**config.mk**
```make
export PLATFORM = sky130hd
export DESIGN_NAME = rf_wb_arbiter_flat
export DESIGN_NICKNAME = d
export VERILOG_FILES = /design/src/rtl/rf_wb_if.sv /design/src/rtl/rf_wb_arbiter.sv /design/src/flat_wrapper.sv
export SDC_FILE = /design/constraint.sdc
export NUM_CORES = 1
export LEC_CHECK = 0
export ABC_AREA = 1
export BUFFER_PORTS_ARGS = -buffer_cell sky130_fd_sc_hd__buf_2
export CAP_MARGIN = 5
export CORE_MARGIN = 2
export CORE_UTILIZATION = 35
export DETAILED_ROUTE_END_ITERATION = 8
export PLACE_DENSITY = 0.61
export SETUP_SLACK_MARGIN = 0.15
export SLEW_MARGIN = 10
export SYNTH_ARGS = -nofsm -noshare
export SYNTH_HDL_FRONTEND = slang
export SYNTH_SLANG_ARGS = --single-unit
```
**constraint.sdc**
```tcl
create_clock -name clk -period 5 [get_ports clk]
set_input_delay 0.5 -clock clk [delete_from_list [all_inputs] [get_ports clk]]
set_output_delay 0.5 -clock clk [all_outputs]
set_load 0.05 [all_outputs]
```
**src/rtl/rf_wb_if.sv**
```systemverilog
// Register-file write-port arbiter bus: pipeline writeback, load unit results,
// hazard queries and the register-file write port.
interface rf_wb_if;
   logic        pipe_wb_valid;
   logic [4:0]  pipe_wb_rd;
   logic [31:0] pipe_wb_data;
   logic        pipe_stall;
   logic        ld_issue;
   logic [4:0]  ld_issue_rd;
   logic        ld_valid;
   logic [4:0]  ld_rd;
   logic [31:0] ld_data;
   logic        ld_ready;
   logic [4:0]  rs1;
   logic [4:0]  rs2;
   logic [4:0]  rd_q;
   logic        rs1_pending;
   logic        rs2_pending;
   logic        rd_pending;
   logic        rf_write;
   logic [4:0]  A3;
   logic [31:0] WB_data;

   modport slave (
      input  pipe_wb_valid, pipe_wb_rd, pipe_wb_data,
      input  ld_issue, ld_issue_rd, ld_valid, ld_rd, ld_data,
      input  rs1, rs2, rd_q,
      output pipe_stall, ld_ready, rs1_pending, rs2_pending, rd_pending,
      output rf_write, A3, WB_data
   );

   modport master (
      output pipe_wb_valid, pipe_wb_rd, pipe_wb_data,
      output ld_issue, ld_issue_rd, ld_valid, ld_rd, ld_data,
      output rs1, rs2, rd_q,
      input  pipe_stall, ld_ready, rs1_pending, rs2_pending, rd_pending,
      input  rf_write, A3, WB_data
   );
endinterface

```
**src/rtl/rf_wb_arbiter.sv**
```systemverilog
// Shares the register-file write port between pipeline writeback (priority) and a
// buffered load-result queue, with a starvation-forced drain slot and a pending-load scoreboard.
module rf_wb_arbiter #(
   parameter int unsigned LQ_DEPTH     = 4,
   parameter int unsigned STARVE_LIMIT = 8
) (
   input  logic   clk,
   input  logic   rst,
   rf_wb_if.slave bus
);

   localparam int unsigned PTR_W = (LQ_DEPTH > 1) ? $clog2(LQ_DEPTH) : 1;
   localparam int unsigned CNT_W = PTR_W + 1;
   localparam int unsigned STV_W = $clog2(STARVE_LIMIT + 1);

   typedef enum logic [0:0] {NORMAL, FORCE} state_t;

   typedef struct packed {
      logic [4:0]  rd;
      logic [31:0] data;
   } lq_entry_t;

   lq_entry_t        mem [LQ_DEPTH];
   lq_entry_t        head;
   logic [PTR_W-1:0] wr_ptr;
   logic [PTR_W-1:0] rd_ptr;
   logic [CNT_W-1:0] count;
   logic             empty;
   logic             full;
   logic             push;
   logic             pop;
   logic             pipe_sel;

   logic [31:0]      sb;
   logic [31:0]      sb_d;
   logic [STV_W-1:0] starve;
   logic [STV_W-1:0] starve_d;
   state_t           state;
   state_t           state_d;
   logic             stall_q;
   logic             stall_d;

   logic             wr_en;
   logic [4:0]       wr_addr;
   logic [31:0]      wr_data;

   assign head     = mem[rd_ptr];
   assign empty    = (count == '0);
   assign full     = (count == CNT_W'(LQ_DEPTH));
   assign push     = bus.ld_valid && !full;
   assign pipe_sel = bus.pipe_wb_valid && !stall_q;
   assign pop      = !pipe_sel && !empty;

   // Write-port mux; held idle while reset is asserted
   always_comb begin
      wr_en   = 1'b0;
      wr_addr = 5'd0;
      wr_data = 32'd0;
      if (!rst) begin
         if (pipe_sel) begin
            wr_en   = 1'b1;
            wr_addr = bus.pipe_wb_rd;
            wr_data = bus.pipe_wb_data;
         end else if (!empty) begin
            wr_en   = 1'b1;
            wr_addr = head.rd;
            wr_data = head.data;
         end
      end
   end

   // Queue pointers and occupancy
   always_ff @(posedge clk or posedge rst) begin
      if (rst) begin
         wr_ptr <= '0;
         rd_ptr <= '0;
         count  <= '0;
      end else begin
         if (push) wr_ptr <= wr_ptr + PTR_W'(1);
         if (pop)  rd_ptr <= rd_ptr + PTR_W'(1);
         case ({push, pop})
            2'b10:   count <= count + CNT_W'(1);
            2'b01:   count <= count - CNT_W'(1);
            default: count <= count;
         endcase
      end
   end

   always_ff @(posedge clk) begin
      if (push) mem[wr_ptr] <= '{rd: bus.ld_rd, data: bus.ld_data};
   end

   // Scoreboard: set is applied after clear so a same-cycle collision keeps the bit set
   always_comb begin
      sb_d = sb;
      if (pop) sb_d[head.rd] = 1'b0;
      if (bus.ld_issue && (bus.ld_issue_rd != 5'd0)) sb_d[bus.ld_issue_rd] = 1'b1;
      sb_d[0] = 1'b0;
   end

   always_ff @(posedge clk or posedge rst) begin
      if (rst) sb <= '0;
      else     sb <= sb_d;
   end

   // FSM state register
   always_ff @(posedge clk or posedge rst) begin
      if (rst) begin
         state   <= NORMAL;
         starve  <= '0;
         stall_q <= 1'b0;
      end else begin
         state   <= state_d;
         starve  <= starve_d;
         stall_q <= stall_d;
      end
   end

   // FSM next state: count waiting cycles and claim one drain slot at the limit
   always_comb begin
      state_d  = state;
      starve_d = starve;
      stall_d  = 1'b0;
      case (state)
         NORMAL: begin
            if (empty || pop) begin
               starve_d = '0;
            end else if (starve == STV_W'(STARVE_LIMIT - 1)) begin
               state_d  = FORCE;
               starve_d = '0;
               stall_d  = 1'b1;
            end else begin
               starve_d = starve + STV_W'(1);
            end
         end
         FORCE: begin
            state_d  = NORMAL;
            starve_d = '0;
         end
         default: begin
            state_d  = NORMAL;
            starve_d = '0;
         end
      endcase
   end

   assign bus.pipe_stall  = stall_q;
   assign bus.ld_ready    = !full;
   assign bus.rs1_pending = sb[bus.rs1];
   assign bus.rs2_pending = sb[bus.rs2];
   assign bus.rd_pending  = sb[bus.rd_q];
   assign bus.rf_write    = wr_en;
   assign bus.A3          = wr_addr;
   assign bus.WB_data     = wr_data;

endmodule

```
**src/flat_wrapper.sv**
```systemverilog
// flat-port wrapper written by rule: the top's interface ports become plain ports
module rf_wb_arbiter_flat 
#(
   parameter int unsigned LQ_DEPTH     = 4,
   parameter int unsigned STARVE_LIMIT = 8
)
  (clk, rst, bus_pipe_wb_valid, bus_pipe_wb_rd, bus_pipe_wb_data, bus_ld_issue, bus_ld_issue_rd, bus_ld_valid, bus_ld_rd, bus_ld_data, bus_rs1, bus_rs2, bus_rd_q, bus_pipe_stall, bus_ld_ready, bus_rs1_pending, bus_rs2_pending, bus_rd_pending, bus_rf_write, bus_A3, bus_WB_data);
  rf_wb_if bus_i ();
  input  logic clk;
  input  logic rst;
  input wire logic [$bits(bus_i.pipe_wb_valid)-1:0] bus_pipe_wb_valid;
  input wire logic [$bits(bus_i.pipe_wb_rd)-1:0] bus_pipe_wb_rd;
  input wire logic [$bits(bus_i.pipe_wb_data)-1:0] bus_pipe_wb_data;
  input wire logic [$bits(bus_i.ld_issue)-1:0] bus_ld_issue;
  input wire logic [$bits(bus_i.ld_issue_rd)-1:0] bus_ld_issue_rd;
  input wire logic [$bits(bus_i.ld_valid)-1:0] bus_ld_valid;
  input wire logic [$bits(bus_i.ld_rd)-1:0] bus_ld_rd;
  input wire logic [$bits(bus_i.ld_data)-1:0] bus_ld_data;
  input wire logic [$bits(bus_i.rs1)-1:0] bus_rs1;
  input wire logic [$bits(bus_i.rs2)-1:0] bus_rs2;
  input wire logic [$bits(bus_i.rd_q)-1:0] bus_rd_q;
  output wire logic [$bits(bus_i.pipe_stall)-1:0] bus_pipe_stall;
  output wire logic [$bits(bus_i.ld_ready)-1:0] bus_ld_ready;
  output wire logic [$bits(bus_i.rs1_pending)-1:0] bus_rs1_pending;
  output wire logic [$bits(bus_i.rs2_pending)-1:0] bus_rs2_pending;
  output wire logic [$bits(bus_i.rd_pending)-1:0] bus_rd_pending;
  output wire logic [$bits(bus_i.rf_write)-1:0] bus_rf_write;
  output wire logic [$bits(bus_i.A3)-1:0] bus_A3;
  output wire logic [$bits(bus_i.WB_data)-1:0] bus_WB_data;
  assign bus_i.pipe_wb_valid = bus_pipe_wb_valid;
  assign bus_i.pipe_wb_rd = bus_pipe_wb_rd;
  assign bus_i.pipe_wb_data = bus_pipe_wb_data;
  assign bus_i.ld_issue = bus_ld_issue;
  assign bus_i.ld_issue_rd = bus_ld_issue_rd;
  assign bus_i.ld_valid = bus_ld_valid;
  assign bus_i.ld_rd = bus_ld_rd;
  assign bus_i.ld_data = bus_ld_data;
  assign bus_i.rs1 = bus_rs1;
  assign bus_i.rs2 = bus_rs2;
  assign bus_i.rd_q = bus_rd_q;
  assign bus_pipe_stall = bus_i.pipe_stall;
  assign bus_ld_ready = bus_i.ld_ready;
  assign bus_rs1_pending = bus_i.rs1_pending;
  assign bus_rs2_pending = bus_i.rs2_pending;
  assign bus_rd_pending = bus_i.rd_pending;
  assign bus_rf_write = bus_i.rf_write;
  assign bus_A3 = bus_i.A3;
  assign bus_WB_data = bus_i.WB_data;
  rf_wb_arbiter #(.LQ_DEPTH(LQ_DEPTH), .STARVE_LIMIT(STARVE_LIMIT)) u_core (.clk(clk), .rst(rst), .bus(bus_i));
endmodule
```
==> results.yml, run 1 <==
placement:
  dp_hpwl_mm: 15.0
  dp.cells: 1404
  place_ws_ns: 2.20
  place_congestion: 0.826
  io_buffers: 141
cells_and_area:
  multi_input_area_um2: 3130
  final_layout_size_suffix_gt1_frac: 0.180
  fill_cells: 2493
  nets: 1199
  seq_area_um2: 5520
  area_delta_synth_final_pct: 17.9
  finalNonFillerCells: 1441
worst_setup_path:
  critPathSlowestCell: "buf_4"
  worst_setup_path_end_kind: "output pin"
  max_stage_delay_ns: 0.48
  path_max_fanout: 42
  crit_arrival_ns: 2.62
  critical_path.top_delay_family: "buffers and inverters"
  cp_num_buf_inv: 3
  crit_chain: "inv_2 -> buf_4 -> o21ai_0 -> o22ai_1 -> nand2_1 -> a21oi_1 -> buf_2"
  cp.required_ns: 4.50
  crit_type: "flip-flop to output pin"
  cp-start-kind: "flip-flop"
global_routing:
  grt_pass1_wl_mm: 35.5
  grt_max_degree: 77
  antenna_found_initial: 3
  grt_pass1_vias: 6751
  grt-ovfl-total: 0
  grt_util_all_layers: 0.171
clocking:
  cts_setup_buffers: 0
  clkLatencyLatePin_ns: 0.43
  clkSinkCount: 191
  root_buffer: "clkbuf_16"
  clkTransAtPathRegs_ns: 0.06
  cts_buffer_depth: 2
  ctsResizeCount: 0
  hold_buffers: 0
  cts-buffers-inserted: 17
  tritoncts: "yes"
  htreeDepth: 4
timing:
  worst_pin_slew_ns: 0.862
  fmax_ghz: 0.321
  rsz0062_at_grt: "no"
  skew_ns: 0.00845
  post-route-worst-setup-slack_ns: 1.88
  setup_viol: 0
  slew_headroom: 0.424
  period_minus_slack_ns: 3.12
  fin_crit_sh: 0.623
  slew_viol_final: 0
  setup-tns-final_ns: 0
  hold_viol: 0
power_and_ir_drop:
  ir_drop_mv: 0.298
  p_leak_nw: 4.44
  power_density_nw_per_um2: 555
logic_synthesis:
  syn_inst: 971
  syn_avg_cell_area_um2: 9.29
  ys_seq_area_frac: 0.612
  ys_types: 27
  netlist_top_cells_area: "edfxtp_1 (49%), nand2_1 (13%), dfrtp_1 (12%)"
  synth_warnings: 0
  synth_seq_cells: 191
  syn-cell-area_um2: 9020
  synth_top_area_cell: "edfxtp_1"
  syn-num-nets: 1077
  synth.top_cell.area_share: 0.493
die:
  die_area_um2: 27100
  row_count: 58
  die_y_um: 165
  start_util: 0.357
  die_w_um: 165
  core-area_um2: 25300
  io_pins: 142
detailed_routing:
  vias: 7098
  wirelength_mm: 22.4
  drc: 0
  drt_iter0_markers: 629
  routedWlPerCell_um: 15.5
  viasPerCell: 4.93
  firstDrtPassIters: 5
  antenna_left: 0
outcome:
  status: "finished clean"
worst_hold_path:
  hold_class: "input port to flip-flop"
job:
  cap_viol_max_count: 0
==> cell usage in the layout, fill, tap and decap left out, drive strengths merged, types with 3 or more instances in the layout <==
cell type / netlist / final
nand2: 313 / 313
buf: 29 / 151
edfxtp: 148 / 148
o21ai: 100 / 100
nand3: 91 / 91
nor2: 84 / 84
inv: 50 / 53
dfrtp: 43 / 43
a21oi: 40 / 40
o22ai: 32 / 32
clkbuf: 19 / 18
ha: 6 / 6
clkinv: 0 / 6
diode: 0 / 5
xor2: 5 / 5
nor3: 4 / 4
nand4: 3 / 3
bufinv: 0 / 3
==> cell families (layout without fill, tap and decap cells) <==
| logic type | after synthesis | in the layout | synth area share |
|---|---|---|---|
| fa+ha+maj | 7 | 7 | 0.0105 |
| buf+inv | 98 | 233 | 0.0452 |
| flops | 191 | 191 | 0.612 |
| compound gates | 172 | 172 | 0.101 |
| xor+xnor | 7 | 7 | 0.00679 |
| simple gates | 496 | 496 | 0.225 |
| other cells | 0 | 5 | 0 |
==> per-stage QoR <==
step | cell area (um^2) | util | hold WS, ns | total power [W]
after detailed placement | 10000 | 0.397 | 0.451 | 0.00461
after global routing | 10600 | 0.421 | 0.275 | 0.00632
after floorplan | 9020 | - | 0.431 | 0.00396
final | 10600 | 0.421 | 0.287 | 0.00590
after CTS | 10600 | 0.421 | 0.270 | 0.00596
after global placement | 10000 | 0.397 | 0.458 | 0.00457
==> worst paths after layout <==
path                                  start           endpoint  slack [ns]  cells after the start
max                        u_core.rd_ptr[0]    bus_WB_data[20]        1.88                      7
min in group asynchronous               rst   u_core.starve[1]        0.63                      3
min reg2reg                u_core.starve[0]   u_core.starve[0]        0.46                      1
max in group asynchronous               rst   u_core.rd_ptr[0]        3.94                      3
min                            bus_ld_rd[3]  u_core.mem[3][35]        0.29                      1
max reg2reg                 u_core.count[0]    u_core.count[2]        2.56                      8
==> report_power, final <==
part           leakage (nW)  internal, W  switching, W  total [W]
clock                 0.288     0.000787      0.000572    0.00136
combinational          2.26     0.000608       0.00160    0.00220
sequential             1.88      0.00214      0.000206    0.00234
==> cell type report <==
| cell class | count | share of cell area |
|---|---|---|
| Clock inverter | 14 | 0.0154 |
| Timing Repair Buffer | 151 | 0.0734 |
| Sequential cell | 191 | 0.519 |
| Multi-Input combinational cell | 682 | 0.294 |
| Inverter | 50 | 0.0176 |
| Clock buffer | 18 | 0.0403 |
| Tap cell | 330 | 0.0388 |
| Antenna cell | 5 | 0.00118 |
==> flip-flops by register name, indices dropped and copies added, names as in the netlist <==
signal / flops
u_core.count: 3
u_core.mem: 148
u_core.sb: 31
u_core.rd_ptr: 2
u_core.wr_ptr: 2
u_core.bus.pipe_stall: 1
u_core.starve: 4
==> cells in the mapped netlist, drive strengths merged <==
cell type	n
ha	6
o22ai	32
clkbuf	19
inv	50
nor2	84
dfrtp	43
nor3	4
fa	1
o21ai	100
a21oi	40
xor2	5
nand2	313
nand4	3
xnor2	2
edfxtp	148
buf	29
nand3b	1
nand3	91
==> metal layers <==
metal	up-vias	routed length, um	GRT usage
li1	3561	-	-
met1	3342	9760	0.212
met2	173	11100	0.298
met3	22	1160	0.0377
met4	0	321	0.0522
met5	-	0	0
(Power assumes the default switching activity.)
==> inputs of run 2 (changes only) <==
--- a/config.mk
+++ b/config.mk
@@ -11,7 +11,7 @@
 export CORE_MARGIN = 2
 export CORE_UTILIZATION = 35
 export DETAILED_ROUTE_END_ITERATION = 8
-export PLACE_DENSITY = 0.61
+export PLACE_DENSITY = 0.63
 export SETUP_SLACK_MARGIN = 0.15
 export SLEW_MARGIN = 10
 export SYNTH_ARGS = -nofsm -noshare
==> constraint.sdc (replaced) <==
create_clock -name clk -period 2.6 [get_ports clk]
set_input_delay 0.26 -clock clk [delete_from_list [all_inputs] [get_ports clk]]
set_output_delay 0.26 -clock clk [all_outputs]
set_load 0.05 [all_outputs]
==> results.yml, run 2 (synthesis results as in run 1) <==
cells_and_area:
  area_delta_synth_final_pct: 19.7
  regMostFlops: "u_core.mem"
  reg_top3: "u_core.mem: 148 flops, u_core.sb: 31 flops, u_core.starve: 4 flops"
  fill_cells: 2460
  finalNonFillerCells: 1447
  final_layout_size_suffix_gt1_frac: 0.186
  multi_input_area_um2: 3130
  largest_reg_flops: 148
  nets: 1206
  final_common_cell: "nand2_1"
  final_cell_mix: "nand2_1 (309), edfxtp_1 (148), buf_2 (134), nand3_1 (89), nor2_1 (78)"
  seq_area_um2: 5520
placement:
  place_ws_ns: 0.404
  io_buffers: 141
  dp_hpwl_mm: 15.0
  place_congestion: 0.884
  dp.cells: 1409
die:
  core-area_um2: 25300
  die_area_um2: 27100
  die_y_um: 165
  start_util: 0.357
  die_w_um: 165
  io_pins: 142
  row_count: 58
global_routing:
  grt_max_degree: 77
  grt_pass1_vias: 6746
  antenna_found_initial: 7
  grt_util_met1: 0.222
  grt_util_all_layers: 0.173
  grt-ovfl-total: 0
  top_usage_layer: "met2"
  globalRouteMet3Util: 0.0437
  use_met2: 0.282
  grt_pass1_wl_mm: 35.8
clocking:
  clkLatencyLatePin_ns: 0.44
  cts-buffers-inserted: 17
  root_buffer: "clkbuf_16"
  cts_buffer_depth: 2
  clkSinkCount: 191
  tritoncts: "yes"
  hold_buffers: 0
  htreeDepth: 4
  clkTransAtPathRegs_ns: 0.08
worst_setup_path:
  path_max_fanout: 26
  critical_path.top_delay_family: "buffers and inverters"
  cp_num_buf_inv: 3
  worst_setup_path_end_kind: "output pin"
  crit_arrival_ns: 2.08
  max_stage_delay_ns: 0.52
  critPathSlowestCell: "dfrtp_2"
  cp-start-kind: "flip-flop"
  cp.required_ns: 2.34
  crit_chain: "inv_8 -> buf_12 -> nor2_1 -> o22ai_1 -> nand2_1 -> a21oi_1 -> buf_2"
  crit_type: "flip-flop to output pin"
power_and_ir_drop:
  power_density_nw_per_um2: 1080
  ir_drop_mv: 0.591
  p_leak_nw: 4.50
detailed_routing:
  drt_iter0_markers: 660
  wirelength_mm: 23.5
  firstDrtPassIters: 5
  viasPerCell: 5.06
  drc: 0
  antenna_left: 0
  routedWlPerCell_um: 16.2
  vias: 7323
timing:
  hold_viol: 0
  setup-tns-final_ns: 0
  post-route-worst-setup-slack_ns: 0.257
  skew_ns: 0.0140
  fin_crit_sh: 0.901
  hold_ws_ns: 0.0405
  slew_headroom: 0.539
  rsz0062_at_grt: "no"
  setup_viol: 0
  fmax_ghz: 0.427
  slew_viol_final: 0
  worst_pin_slew_ns: 0.689
  period_minus_slack_ns: 2.34
worst_hold_path:
  hold_class: "input port to flip-flop"
job:
  cap_viol_max_count: 0
outcome:
  status: "finished clean"
[run 2: cell types whose count changed in the layout (fill, tap and decap cells not counted), sizes merged]
cell	before	now
inv	53	59
clkbuf	18	25
diode	5	4
buf	151	150
clkinvlp	2	1
bufinv	3	0
clkinv	6	5
[run 2: repair_timing]
| item | in CTS | in global routing |
|---|---|---|
| gates cloned | 0 | 2 |
| buffers inserted | 0 | 0 |
| setup endpoints to repair | 13 | 33 |
| resized for setup | 1 | 16 |
[run 2: area by class of cell]
cell class                 instances  share of cell area
tap                              330              0.0382
sequential                       191               0.511
clock inverter                    15              0.0134
timing repair buffer             158              0.0884
inverter                          50              0.0183
antenna                            4            0.000927
multi-input combinational        682               0.290
clock buffer                      17              0.0394
[run 2: worst register-to-register path, cell delays in order, from the launching register on]
cell,delay [ns]
dfrtp_1,0.41
nor2_1,0.27
nand2_1,0.11
nand2_1,0.08
buf_4,0.20
ha_1,0.17
inv_1,0.06
fa_1,0.37
a21oi_1,0.15
o21ai_0,0.12
xor2_1,0.16
[run 2: worst paths after layout]
path                             startpoint                to  slack, ns  depth (start not counted)
max in group asynchronous               rst  u_core.rd_ptr[0]       1.92                          3
hold reg to reg            u_core.starve[0]  u_core.starve[0]       0.47                          1
hold / removal               bus_ld_data[0]  u_core.mem[3][0]       0.04                          1
setup / recovery           u_core.rd_ptr[0]    bus_WB_data[2]       0.26                          7
min in group asynchronous               rst   u_core.count[0]       0.27                          3
setup reg to reg            u_core.count[0]   u_core.count[2]       0.37                         10
[run 2: per-stage QoR]
step                 util  total power, W  cell area [um^2]
finish              0.428          0.0117             10800
global route        0.427          0.0124             10800
global placement    0.401         0.00901             10100
detailed placement  0.401         0.00907             10100
floorplan               -         0.00762              9030
CTS                 0.424          0.0116             10700
[run 2: per-layer routing]
| layer | up-vias | wire length, um |
|---|---|---|
| met5 | - | 28 |
| met4 | 6 | 811 |
| met1 | 3393 | 9840 |
| li1 | 3569 | - |
| met2 | 296 | 11000 |
| met3 | 59 | 1830 |
[run 2: power by group]
group | switching, W | leakage, nW | internal, W
clock network | 0.00122 | 0.281 | 0.00128
logic | 0.00318 | 2.34 | 0.00139
registers | 0.000525 | 1.88 | 0.00410
total | 0.00493 | 4.50 | 0.00677
==> inputs of run 3 (changes only) <==
--- a/config.mk
+++ b/config.mk
@@ -6,12 +6,12 @@
 export NUM_CORES = 1
 export LEC_CHECK = 0
 export ABC_AREA = 1
-export BUFFER_PORTS_ARGS = -buffer_cell sky130_fd_sc_hd__buf_2
 export CAP_MARGIN = 5
 export CORE_MARGIN = 2
 export CORE_UTILIZATION = 35
 export DETAILED_ROUTE_END_ITERATION = 8
-export PLACE_DENSITY = 0.63
+export DONT_BUFFER_PORTS = 1
+export PLACE_DENSITY = 0.58
 export SETUP_SLACK_MARGIN = 0.15
 export SLEW_MARGIN = 10
 export SYNTH_ARGS = -nofsm -noshare
==> results.yml, run 3 (synthesis results as in run 1) <==
outcome:
  status: "finished clean"
detailed_routing:
  routedWlPerCell_um: 17.4
  antenna_left: 0
  viasPerCell: 5.12
  vias: 7065
  wirelength_mm: 24.0
  firstDrtPassIters: 5
  drt_iter0_markers: 622
  drc: 0
timing:
  hold_viol: 0
  period_minus_slack_ns: 2.32
  fin_crit_sh: 0.891
  fmax_ghz: 0.432
  slew_viol_final: 0
  setup_viol: 0
  rsz0062_at_grt: "no"
  skew_ns: 0.0104
  hold_ws_ns: 0.0292
  slew_headroom: 0.543
  worst_pin_slew_ns: 0.683
  setup-tns-final_ns: 0
global_routing:
  antenna_found_initial: 0
  grt_max_degree: 77
  grt-ovfl-total: 0
  grt_util_all_layers: 0.178
  grt_pass1_wl_mm: 36.5
  grt_pass1_vias: 6707
die:
  die_area_um2: 27100
  row_count: 58
  die_y_um: 165
  die_w_um: 165
  start_util: 0.357
  io_pins: 142
  core-area_um2: 25300
worst_setup_path:
  path_max_fanout: 38
  cp.required_ns: 2.34
  worst_setup_path_end_kind: "output pin"
  crit_type: "flip-flop to output pin"
  critical_path.top_delay_family: "buffers and inverters"
  crit_arrival_ns: 2.06
  crit_chain: "buf_4 -> clkbuf_16 -> o21ai_0 -> o22ai_1 -> nand2_1 -> a21oi_1 -> buf_4"
  max_stage_delay_ns: 0.47
  critPathSlowestCell: "dfrtp_2"
  cp-start-kind: "flip-flop"
  r2r_slack_ns: 0.44
  cp_num_buf_inv: 3
  cpMostUsedCell: "buf_4"
power_and_ir_drop:
  ir_drop_mv: 0.530
  power_density_nw_per_um2: 1100
  p_leak_nw: 4.29
placement:
  dp_hpwl_mm: 15.0
  place_congestion: 0.861
  io_buffers: 0
clocking:
  cts_buffer_depth: 2
  clkTransAtPathRegs_ns: 0.07
  root_buffer: "clkbuf_16"
  htreeDepth: 4
  clkSinkCount: 191
  cts-buffers-inserted: 17
  clkLatencyLatePin_ns: 0.44
  tritoncts: "yes"
cells_and_area:
  seq_area_um2: 5520
  multi_input_area_um2: 3130
  area_delta_synth_final_pct: 19.6
  final_layout_size_suffix_gt1_frac: 0.102
  final_common_cell: "nand2_1"
  nets: 1143
  largest_reg_flops: 148
  regMostFlops: "u_core.mem"
  fill_cells: 2454
  final_cell_mix: "nand2_1 (309), edfxtp_1 (148), nand3_1 (89), nor2_1 (78), o21ai_0 (69)"
  antenna_cells: 0
  reg_top3: "u_core.mem: 148 flops, u_core.sb: 31 flops, u_core.starve: 4 flops"
  fin_util: 0.427
job:
  cap_viol_max_count: 0
worst_hold_path:
  hold_class: "input port to flip-flop"
-- run 3: changes by cell type in the layout (fill, tap and decap cells not counted), sizes merged --
cell / before / now
dlygate4sd3: 0 / 38
diode: 4 / 0
clkbuf: 25 / 18
clkinvlp: 1 / 0
buf: 150 / 56
inv: 59 / 60
-- run 3: path summary, 6_finish.rpt --
check | startpoint | end | depth (start not counted)
setup / recovery | u_core.rd_ptr[0] | bus_WB_data[20] | 7
hold / removal | bus_ld_issue_rd[4] | u_core.sb[7] | 3
setup reg to reg | u_core.count[0] | u_core.count[2] | 9
hold reg to reg | u_core.starve[0] | u_core.starve[0] | 1
max in group asynchronous | rst | u_core.rd_ptr[0] | 3
min in group asynchronous | rst | u_core.count[1] | 3
-- run 3: metal layers --
metal  wire (um)  vias to the layer above  GRT usage
met5           0                        -          0
met4         471                        0     0.0569
met3        1630                       35     0.0412
met2       11900                      251      0.306
met1       10000                     3329      0.222
li1            -                     3450          -
-- run 3: area by class of cell --
class | instances | share of cell area
clock buffer | 17 | 0.0394
clock inverter | 15 | 0.0186
inverter | 50 | 0.0181
multi-input combinational | 682 | 0.290
sequential | 191 | 0.512
tap | 330 | 0.0383
timing repair buffer | 95 | 0.0834
-- run 3: metrics by stage --
stage,setup slack (ns),power (W),instance area [um^2],std cells
global route,0.140,0.0126,10800,1380
finish,0.283,0.0119,10800,1380
detailed placement,0.465,0.00910,9730,1308
global placement,0.550,0.00903,9730,1308
floorplan,0.0164,0.00762,9030,971
CTS,0.218,0.0119,10700,1378
-- run 3: worst register-to-register path: cells and delay by family, from the launching register on --
kind                       cells  cell delay (ns)
adders and majority gates      2             0.56
and+or+nand+nor                3             0.56
DFF                            1             0.41
AOI/OAI and AO/OA              2             0.28
xor gates and xnor gates       1             0.15
buffers and inverters          1             0.07
-- run 3: report_power, final --
part	switching, W	total (W)	internal [W]
clock	0.00135	0.00269	0.00134
sequential	0.000521	0.00462	0.00410
combinational	0.00315	0.00457	0.00142
-- run 3: timing repair --
| item | in CTS | in global routing |
|---|---|---|
| setup buffers | 0 | 1 |
| gates cloned | 0 | 1 |
| endpoints found under the hold margin | 191 | 0 |
| setup endpoints to repair | 21 | 18 |
| resized for setup | 1 | 4 |
| hold buffers | 38 | 0 |
